File: src/rtl/multibit_stable_filter.sv
// -----------------------------------------------------------------------------
// multibit_stable_filter
//
// Purpose: sits behind a per-bit multibit synchronizer. The bits of that bus
// can land on different cycles, so this block only publishes a value once it
// has been seen unchanged for STABLE_CYCLES consecutive samples. Each publish
// is marked by a one-cycle update pulse.
//
// Parameters:
//   DW            bus width
//   STABLE_CYCLES consecutive identical samples needed before a commit (2..255)
//   RST_VAL       reset value of data_o and of the previous-sample register
//   TIMEOUT       maximum number of SETTLE cycles before err_o sets
//                 (only used when the optional build macro is defined)
//
// Ports:
//   clki         in   1   clock, rising edge
//   rst          in   1   synchronous, active-high reset
//   sync_data_i  in   DW  per-bit synchronized bus (bits may be skewed)
//   data_o       out  DW  committed coherent value, registered
//   upd_o        out  1   one-cycle pulse when data_o takes a new value
//   busy_o       out  1   high while the FSM is in SETTLE
//   err_o        out  1   sticky settle-timeout flag
//
// Build option:
//   MULTIBIT_STABLE_FILTER_TIMEOUT_EN  adds a 16-bit settle timer that drives
//   err_o. When it is undefined there is no timer and err_o is held at 0.
//   The port list is the same in both builds.
//
// state  | meaning
// -------+----------------------------------------------------------------
// IDLE   | input matches data_o; a difference starts a settle run
// SETTLE | counting identical consecutive samples toward a commit
// -----------------------------------------------------------------------------
module multibit_stable_filter #(
    parameter int unsigned     DW            = 32,
    parameter int unsigned     STABLE_CYCLES = 4,
    parameter logic [DW-1:0]   RST_VAL       = {DW{1'b1}},
    parameter int unsigned     TIMEOUT       = 64
) (
    input  logic          clki,
    input  logic          rst,
    input  logic [DW-1:0] sync_data_i,
    output logic [DW-1:0] data_o,
    output logic          upd_o,
    output logic          busy_o,
    output logic          err_o
);

    typedef enum logic {
        IDLE   = 1'b0,
        SETTLE = 1'b1
    } state_t;

    // The cycle that enters SETTLE is already the first identical sample, so
    // the commit happens when cnt reaches STABLE_CYCLES-2.
    localparam logic [7:0] COMMIT_CNT = 8'(STABLE_CYCLES - 2);

    state_t        state;
    state_t        state_n;
    logic [DW-1:0] last_q;
    logic [7:0]    cnt;
    logic [7:0]    cnt_n;
    logic          commit;

    always_comb begin
        state_n = state;
        cnt_n   = cnt;
        commit  = 1'b0;
        case (state)
            IDLE: begin
                cnt_n = '0;
                if (sync_data_i != data_o) begin
                    state_n = SETTLE;
                end
            end
            SETTLE: begin
                if (sync_data_i == data_o) begin
                    // glitch reverted to the committed value: abandon quietly
                    state_n = IDLE;
                    cnt_n   = '0;
                end else if (sync_data_i == last_q) begin
                    if (cnt == COMMIT_CNT) begin
                        commit  = 1'b1;
                        state_n = IDLE;
                        cnt_n   = '0;
                    end else if (cnt != 8'hFF) begin
                        cnt_n = cnt + 8'd1;
                    end
                end else begin
                    // another bit landed (or a third value arrived): restart
                    cnt_n = '0;
                end
            end
            default: begin
                state_n = IDLE;
                cnt_n   = '0;
            end
        endcase
    end

    always_ff @(posedge clki) begin
        if (rst) begin
            state  <= IDLE;
            cnt    <= '0;
            last_q <= RST_VAL;
            data_o <= RST_VAL;
            upd_o  <= 1'b0;
            busy_o <= 1'b0;
        end else begin
            state  <= state_n;
            cnt    <= cnt_n;
            last_q <= sync_data_i;
            upd_o  <= commit;
            busy_o <= (state_n == SETTLE);
            if (commit) begin
                data_o <= sync_data_i;
            end
        end
    end

`ifdef MULTIBIT_STABLE_FILTER_TIMEOUT_EN
    localparam logic [15:0] TIMEOUT_LAST = 16'(TIMEOUT - 1);

    // timer holds the number of completed SETTLE cycles; it is zero in IDLE
    logic [15:0] timer;

    always_ff @(posedge clki) begin
        if (rst) begin
            timer <= '0;
            err_o <= 1'b0;
        end else if (state == SETTLE) begin
            if (timer != 16'hFFFF) begin
                timer <= timer + 16'd1;
            end
            if (timer == TIMEOUT_LAST) begin
                err_o <= 1'b1;
            end
        end else begin
            timer <= '0;
        end
    end
`else
    assign err_o = 1'b0;
`endif

endmodule

File: config.mk
export PLATFORM = sky130hd
export DESIGN_NAME = multibit_stable_filter
export DESIGN_NICKNAME = d
export VERILOG_FILES = /design/src/rtl/multibit_stable_filter.sv
export SDC_FILE = /design/constraint.sdc
export NUM_CORES = 1
export LEC_CHECK = 0
export CORE_MARGIN = 1
export CORE_UTILIZATION = 40
export DETAILED_ROUTE_END_ITERATION = 8
export GPL_TIMING_DRIVEN = 0
export PLACE_DENSITY = 0.65
export SLEW_MARGIN = 5
export SYNTH_ARGS = -nofsm -noshare
export SYNTH_HDL_FRONTEND = slang
export SYNTH_SLANG_ARGS = --single-unit
File: constraint.sdc
create_clock -name clki -period 5.5 [get_ports clki]
set_clock_uncertainty 0.2 [all_clocks]
set_input_delay 1.1 -clock clki [delete_from_list [all_inputs] [get_ports clki]]
set_output_delay 1.1 -clock clki [all_outputs]
set_load 0.02 [all_outputs]
==> impl_results.md <==
- Run status: finished clean
- DRC: 0
- Tcrit/Tclk final: 0.619
- CP required: 5580 ps
- Iter 0 DRT Violations: 135
- Commonest cells after routing, fill and taps aside: nor2_1, dfxtp_1, clkdlybuf4s50_1
- F_max: 294 MHz
- Hold_buf cts: 0
- #FFs+latches synth: 74
- DR pass1 iterations: 4
- Root buffer cell: clkbuf_8
- Minimum clock period: 3400 ps
- Starting density of the core: 0.419
- DIE AREA: 0.00855 mm2
- GRT overflow: 0
- Final Instance Area: 0.00428 mm2
- Post-CTS Setup Inserts: 0
- Worst-case clock buffer depth: 2
- Die H: 92.4 um
- Hold path startpoint: data_o[10]
- Reg-to-reg setup timing slack: 2890 ps
- Final core utilization: 0.549
- Pleak: 1.51 nW
- # port buffers: 67
- DP Wirelength: 6000 um
- Area growth syn-to-layout: 30.9%
- I/O pins: 69
- Core area: 0.00781 mm2
- Synth top area share: 0.453
- Pin count of the biggest net entering global routing: 13
- Hold Path Class: flop to flop
- Final ANT Viol Nets: 0
- First-pass GRT wire length: 12,800 um
- R2R Path Start: cnt[0]
- Slowest cell on crit path: clkdlybuf4s50_1
- Avg WL per Cell: 14.8 um
- Cell count after synthesis: 352
- Rows: 32
- Sequential fraction of the synthesis area: 0.453
- CP Max Fanout: 10
- Critical Path Source Type: input port
- Hold path cells: 2
- Critical path buffers and inverters: 2
- Ys Warns: 0
- Netlist Area Pre-Place: 0.00327 mm2
- Setup violators final: 0
- Via count: 2,608
- Critical Path Sink Type: flop
- R2R depth: 8
- Final Wtd Congestion: 0.868
- DRT Wirelength: 7930 um
- Max-Slew Margin vs Limit: 0.595
- Most common cell after layout, fill and taps aside: nor2_1
- Netlist cell types: 29
- Clk_lat worst skew: 350 ps
- Clk sinks: 74
- H-tree depth: 3
- FF-to-FF End: data_o[25]
- Crit path cell chain: clkdlybuf4s50_1 -> xnor2_1 -> or4b_1 -> nor4_1 -> nand4_1 -> nor2_4 -> buf_6 -> mux2i_1
- Vias in the first global route: 2,527
- Max-slew violation count: 0
- Nets: 466
- Largest stage delay on the critical path: 490 ps
- Cell Pwr Density: 259 mW/mm2
- Worst Hold End: data_o[10]
- Biggest area consumer among synthesized cells: dfxtp_1
- Crit Path Class: input port to flop
- Worst VDD drop: 0.000122 V
- Chip width: 92.4 um
- Syn Area/Cell: 9.30 um2
- Total clock buffers created by CTS: 9
- Crit path DAT: 3480 ps
- Share of layout cells above drive strength 1: 0.0598
- Setup tns final: 0 ps
- Antenna violations before repair: 0
- Clock-pin slew of the registers on the worst-case setup and hold paths: 80 ps
- # resized after CTS: 0
- Placed Area: 0.00407 mm2
- Final hold vios: 0
- Via density: 4.86
- Slew @ Worst Pin: 608 ps
- CTS tree: done
- CP top delay family: simple AND/OR/NAND/NOR gates
- MaxCap Viol Count: 0
- RSZ-0062 raised after global routing: false
- N_diodes: 0
- Tot GR Track Use: 0.196
- Synth top area cells: dfxtp_1, xor2_1, mux2i_1
- Mapped Nets: 388
-- cells in the mapped netlist --
cell / count
xnor2_1: 30
nand2_1: 3
inv_1: 34
or4_4: 1
conb_1: 1
mux2i_1: 32
and3_1: 3
nor2_1: 75
buf_6: 4
dfxtp_1: 74
nor4b_1: 1
o21ai_0: 1
ha_1: 2
clkbuf_1: 5
nor3b_1: 1
buf_1: 2
a211oi_2: 2
nor3_2: 1
or4b_1: 2
a31oi_1: 1
buf_4: 1
nor3_1: 2
nand4_1: 16
nand3_1: 5
nor2_4: 1
or2_0: 1
or3_1: 1
xor2_1: 38
nor4_1: 12
-- layout make-up --
cell class | count | area (um2)
buffer | 12 | 78.8
clock inverter | 4 | 48.8
inverter | 34 | 128
fill | 747 | 3520
timing repair buffer | 67 | 671
clock buffer | 12 | 165
sequential | 74 | 1480
multi-input combinational | 232 | 1580
tap | 102 | 128
-- where the power goes --
part           internal [mW]  leakage (nW)  switching, mW  total, mW
registers              0.548         0.607        0.00549      0.554
logic                 0.0501         0.787         0.0590      0.109
clock network          0.246         0.112          0.200      0.446
total                  0.844          1.51          0.265       1.11
-- registers in the layout (all words and copies together), names as in the netlist --
signal and flops:
data_o 32, upd_o 1, cnt 8, last_q 32, state 1
-- stage by stage --
stage	cells	hold WS [ps]	setup slack [ps]	total power, mW
2_1_floorplan	352	289	2520	0.619
3_3_place_gp	521	316	1800	0.673
3_5_place_dp	521	325	1780	0.675
4_1_cts	537	344	2130	1.12
5_1_grt	537	366	2030	1.15
6_report	537	343	2100	1.11
-- tightest hold or removal path: stages (launching register included) --
cell	delay, ps
dfxtp_1	330
nor2_1	100
mux2i_1	60
-- worst max path at each step --
stage	end	cells after the start	slack [ps]	start
2_1_floorplan	cnt[6]	7	2520	sync_data_i[9]
5_1_grt	cnt[6]	8	2030	sync_data_i[8]
6_report	data_o[25]	8	2100	sync_data_i[5]
3_5_place_dp	data_o[25]	8	1780	sync_data_i[5]
4_1_cts	data_o[4]	8	2130	sync_data_i[5]
3_3_place_gp	data_o[25]	8	1800	sync_data_i[5]
-- cells by family after synthesis --
group	after synthesis	share of synthesized area
AOI/OAI and AO/OA	4	0.0111
muxes	32	0.0979
buffers and inverters	46	0.0631
DFF	74	0.453
xor gates and xnor gates	68	0.182
other	1	0.00115
adders and majority gates	2	0.00765
and+or+nand+nor	125	0.184
-- layer usage --
layer | global-route usage | up-vias | wire length (um)
met2 | 0.319 | 70 | 3580
li1 | - | 1301 | -
met1 | 0.254 | 1222 | 3830
met3 | 0.0517 | 15 | 402
met5 | 0 | - | 0
met4 | 0.0599 | 0 | 121
Power figures use the tool's default switching activity.
==> RTL change (same flow settings) <==
`DW`: 32 -> 64.
--- a/src/rtl/multibit_stable_filter.sv
+++ b/src/rtl/multibit_stable_filter.sv
@@ -33,7 +33,7 @@
 // SETTLE | counting identical consecutive samples toward a commit
 // -----------------------------------------------------------------------------
 module multibit_stable_filter #(
-    parameter int unsigned     DW            = 32,
+    parameter int unsigned     DW            = 64,
     parameter int unsigned     STABLE_CYCLES = 4,
     parameter logic [DW-1:0]   RST_VAL       = {DW{1'b1}},
     parameter int unsigned     TIMEOUT       = 64
Interface: changed (resized data_o and sync_data_i); port bits go from 69 to 133. The function was not compared with the original's and may differ.
==> RTL change against the unedited design <==
Combinational power rose by 110%; design area rose by 97%; synthesized cell count rose by 91%; area after synthesis rose by 89%; power rose by 140%; count of clock-buffer cells in the layout rose by 10; setup slack got worse by 0.30 ns; routed wire length rose by 140%; sequential cell count rose by 64; sequential power rose by 88%; final cell count rose by 91%; critical endpoint is now data_o[29].
==> RTL change: results (changes against the unedited design) <==
| Metric | Value |
|---|---|
| Worst Tran Pin Value | 0.798 ns (+0.191 ns) |
| Ys Warns | 0 (unchanged) |
| RR Endpoint | data_o[29] |
| DR WL/cell | 18.6 um (+26%) |
| Post-Syn Nets | 741 (+91%) |
| Reg clk slew, reported paths | 0.06 ns (-0.02 ns) |
| Setup slack, reg-to-reg | 2.69 ns (-0.20 ns) |
| Root Buffer | clkbuf_16 |
| Final nets | 890 (+91%) |
| Critical path arrival | 3.85 ns (+0.37 ns) |
| Biggest regs | data_o (64), last_q (64), cnt (8) |
| Leakage power | 3.07 nW (+100%) |
| TritonRoute pass-1 iters | 4 (unchanged) |
| H-tree levels | 4 (+1) |
| Slowest stage cell, crit path | nor4_1 |
| VDD IR-drop max | 223 uV (+82%) |
| PortBufs | 130 (+94%) |
| CTS resizes | 0 (unchanged) |
| Initial antenna violation count | 0 (unchanged) |
| Diodes inserted | 0 (unchanged) |
| First-pass GRT wire length | 29.0 mm (+130%) |
| GP Congestion | 0.858 (-1.2%) |
| Synth cell count leaders | nor2_1, dfxtp_1, xnor2_1 |
| CP max FO | 10 (unchanged) |
| Post-synth cell types | 32 (+10%) |
| Number of global-route vias before repair | 5239 (+110%) |
| Fillers | 1315 (+76%) |
| Worst Hold Class | reg -> reg |
| Post-Synthesis Cells | 673 (+91%) |
| Drt via density | 5.01 (+3.2%) |
| FFs w/ async S/R, synth | 0% (unchanged) |
| Dpl hpwl | 14.6 mm (+140%) |
| Largest net degree at the start of global routing | 17 (+4) |
| Num CTS Buffers | 17 (+8) |
| Layout Cells excl Fill | 1023 (+91%) |
| Post-CTS setup buffer count | 0 (unchanged) |
| Pre-CTS WS | 1.32 ns (-0.463 ns) |
| DR iter-0 viols | 262 (+94%) |
| Crit Reg-Reg Startpoint | last_q[57] |
| Clk_lat worst skew | 0.43 ns (+0.08 ns) |
| Sequential cell area fraction in the yosys report | 44.6% (-0.64 points) |
| Synth top area cells | dfxtp_1, xnor2_1, mux2i_1 |
| Worst hold path startpoint | data_o[43] |
| Layout cells sized above 1 | 5.15% (-0.83 points) |
| Status | completed |
| Placed Cells | 991 (+90%) |
| CP max stage delay | 0.59 ns (+0.10 ns) |
| GRT Overall Usage | 24.8% (+5.2 points) |
| Worst hold endpoint | data_o[43] |
RTL change: worst max-delay path by stage:
stage                          startpoint          to  slack, ns  depth (start not counted)
after detailed placement  sync_data_i[57]   data_o[2]       1.32                          9
after CTS                 sync_data_i[57]  data_o[29]       1.74                          9
final                     sync_data_i[44]  data_o[29]       1.80                          9
after floorplan           sync_data_i[18]   data_o[0]       2.70                          8
after global placement    sync_data_i[57]  data_o[43]       1.37                          9
after global routing      sync_data_i[57]      cnt[1]       1.73                          7
RTL change: cells by family after synthesis:
| kind of cell | synth area share, % |
|---|---|
| other cells | 0.0606 |
| simple gates | 19.1 |
| flops | 44.6 |
| buf+inv | 7.66 |
| compound gates | 1.19 |
| fa+ha+maj | 0.404 |
| mux | 10.3 |
| xor+xnor | 16.6 |
RTL change: per-stage QoR:
step / hold slack (ns) / area [um2] / util [%]
after CTS: 0.347 / 8430 / 55.7
after global placement: 0.310 / 7730 / 51.0
after floorplan: 0.294 / 6190 / -
final: 0.342 / 8430 / 55.7
after global routing: 0.366 / 8430 / 55.7
after detailed placement: 0.332 / 7730 / 51.0
RTL change: final cells by class:
type | instances | area [um2] | share of cell area, %
plain buffers | 23 | 204 | 2.42
clock buffers | 22 | 494 | 5.86
clock inverters | 10 | 209 | 2.48
inverters | 72 | 270 | 3.21
multi-input cells | 440 | 2950 | 35.0
flip-flops and latches | 138 | 2760 | 32.8
well taps | 188 | 235 | 2.79
repair buffers | 130 | 1300 | 15.4
RTL change: where the power goes:
| part | total, mW | leakage, nW | switching [mW] | internal [mW] |
|---|---|---|---|---|
| Clock | 1.35 | 0.339 | 0.438 | 0.911 |
| Sequential | 1.04 | 1.13 | 0.0108 | 1.03 |
| Combinational | 0.228 | 1.60 | 0.128 | 0.100 |
RTL change: worst max-delay path: cells and delay by family:
kind | cells | cell delay (ns)
mux | 1 | 0.22
buf+inv | 3 | 0.84
simple gates | 4 | 1.46
xor+xnor | 1 | 0.21
RTL change: routing by layer:
layer | part of all wire [%] | global-route usage (%) | vias to the layer above
li1 | - | - | 2483
met1 | 44 | 30.3 | 2469
met2 | 50 | 43.2 | 152
met3 | 4.6 | 5.27 | 25
met4 | 1.9 | 8.79 | 0
met5 | 0 | 0 | -
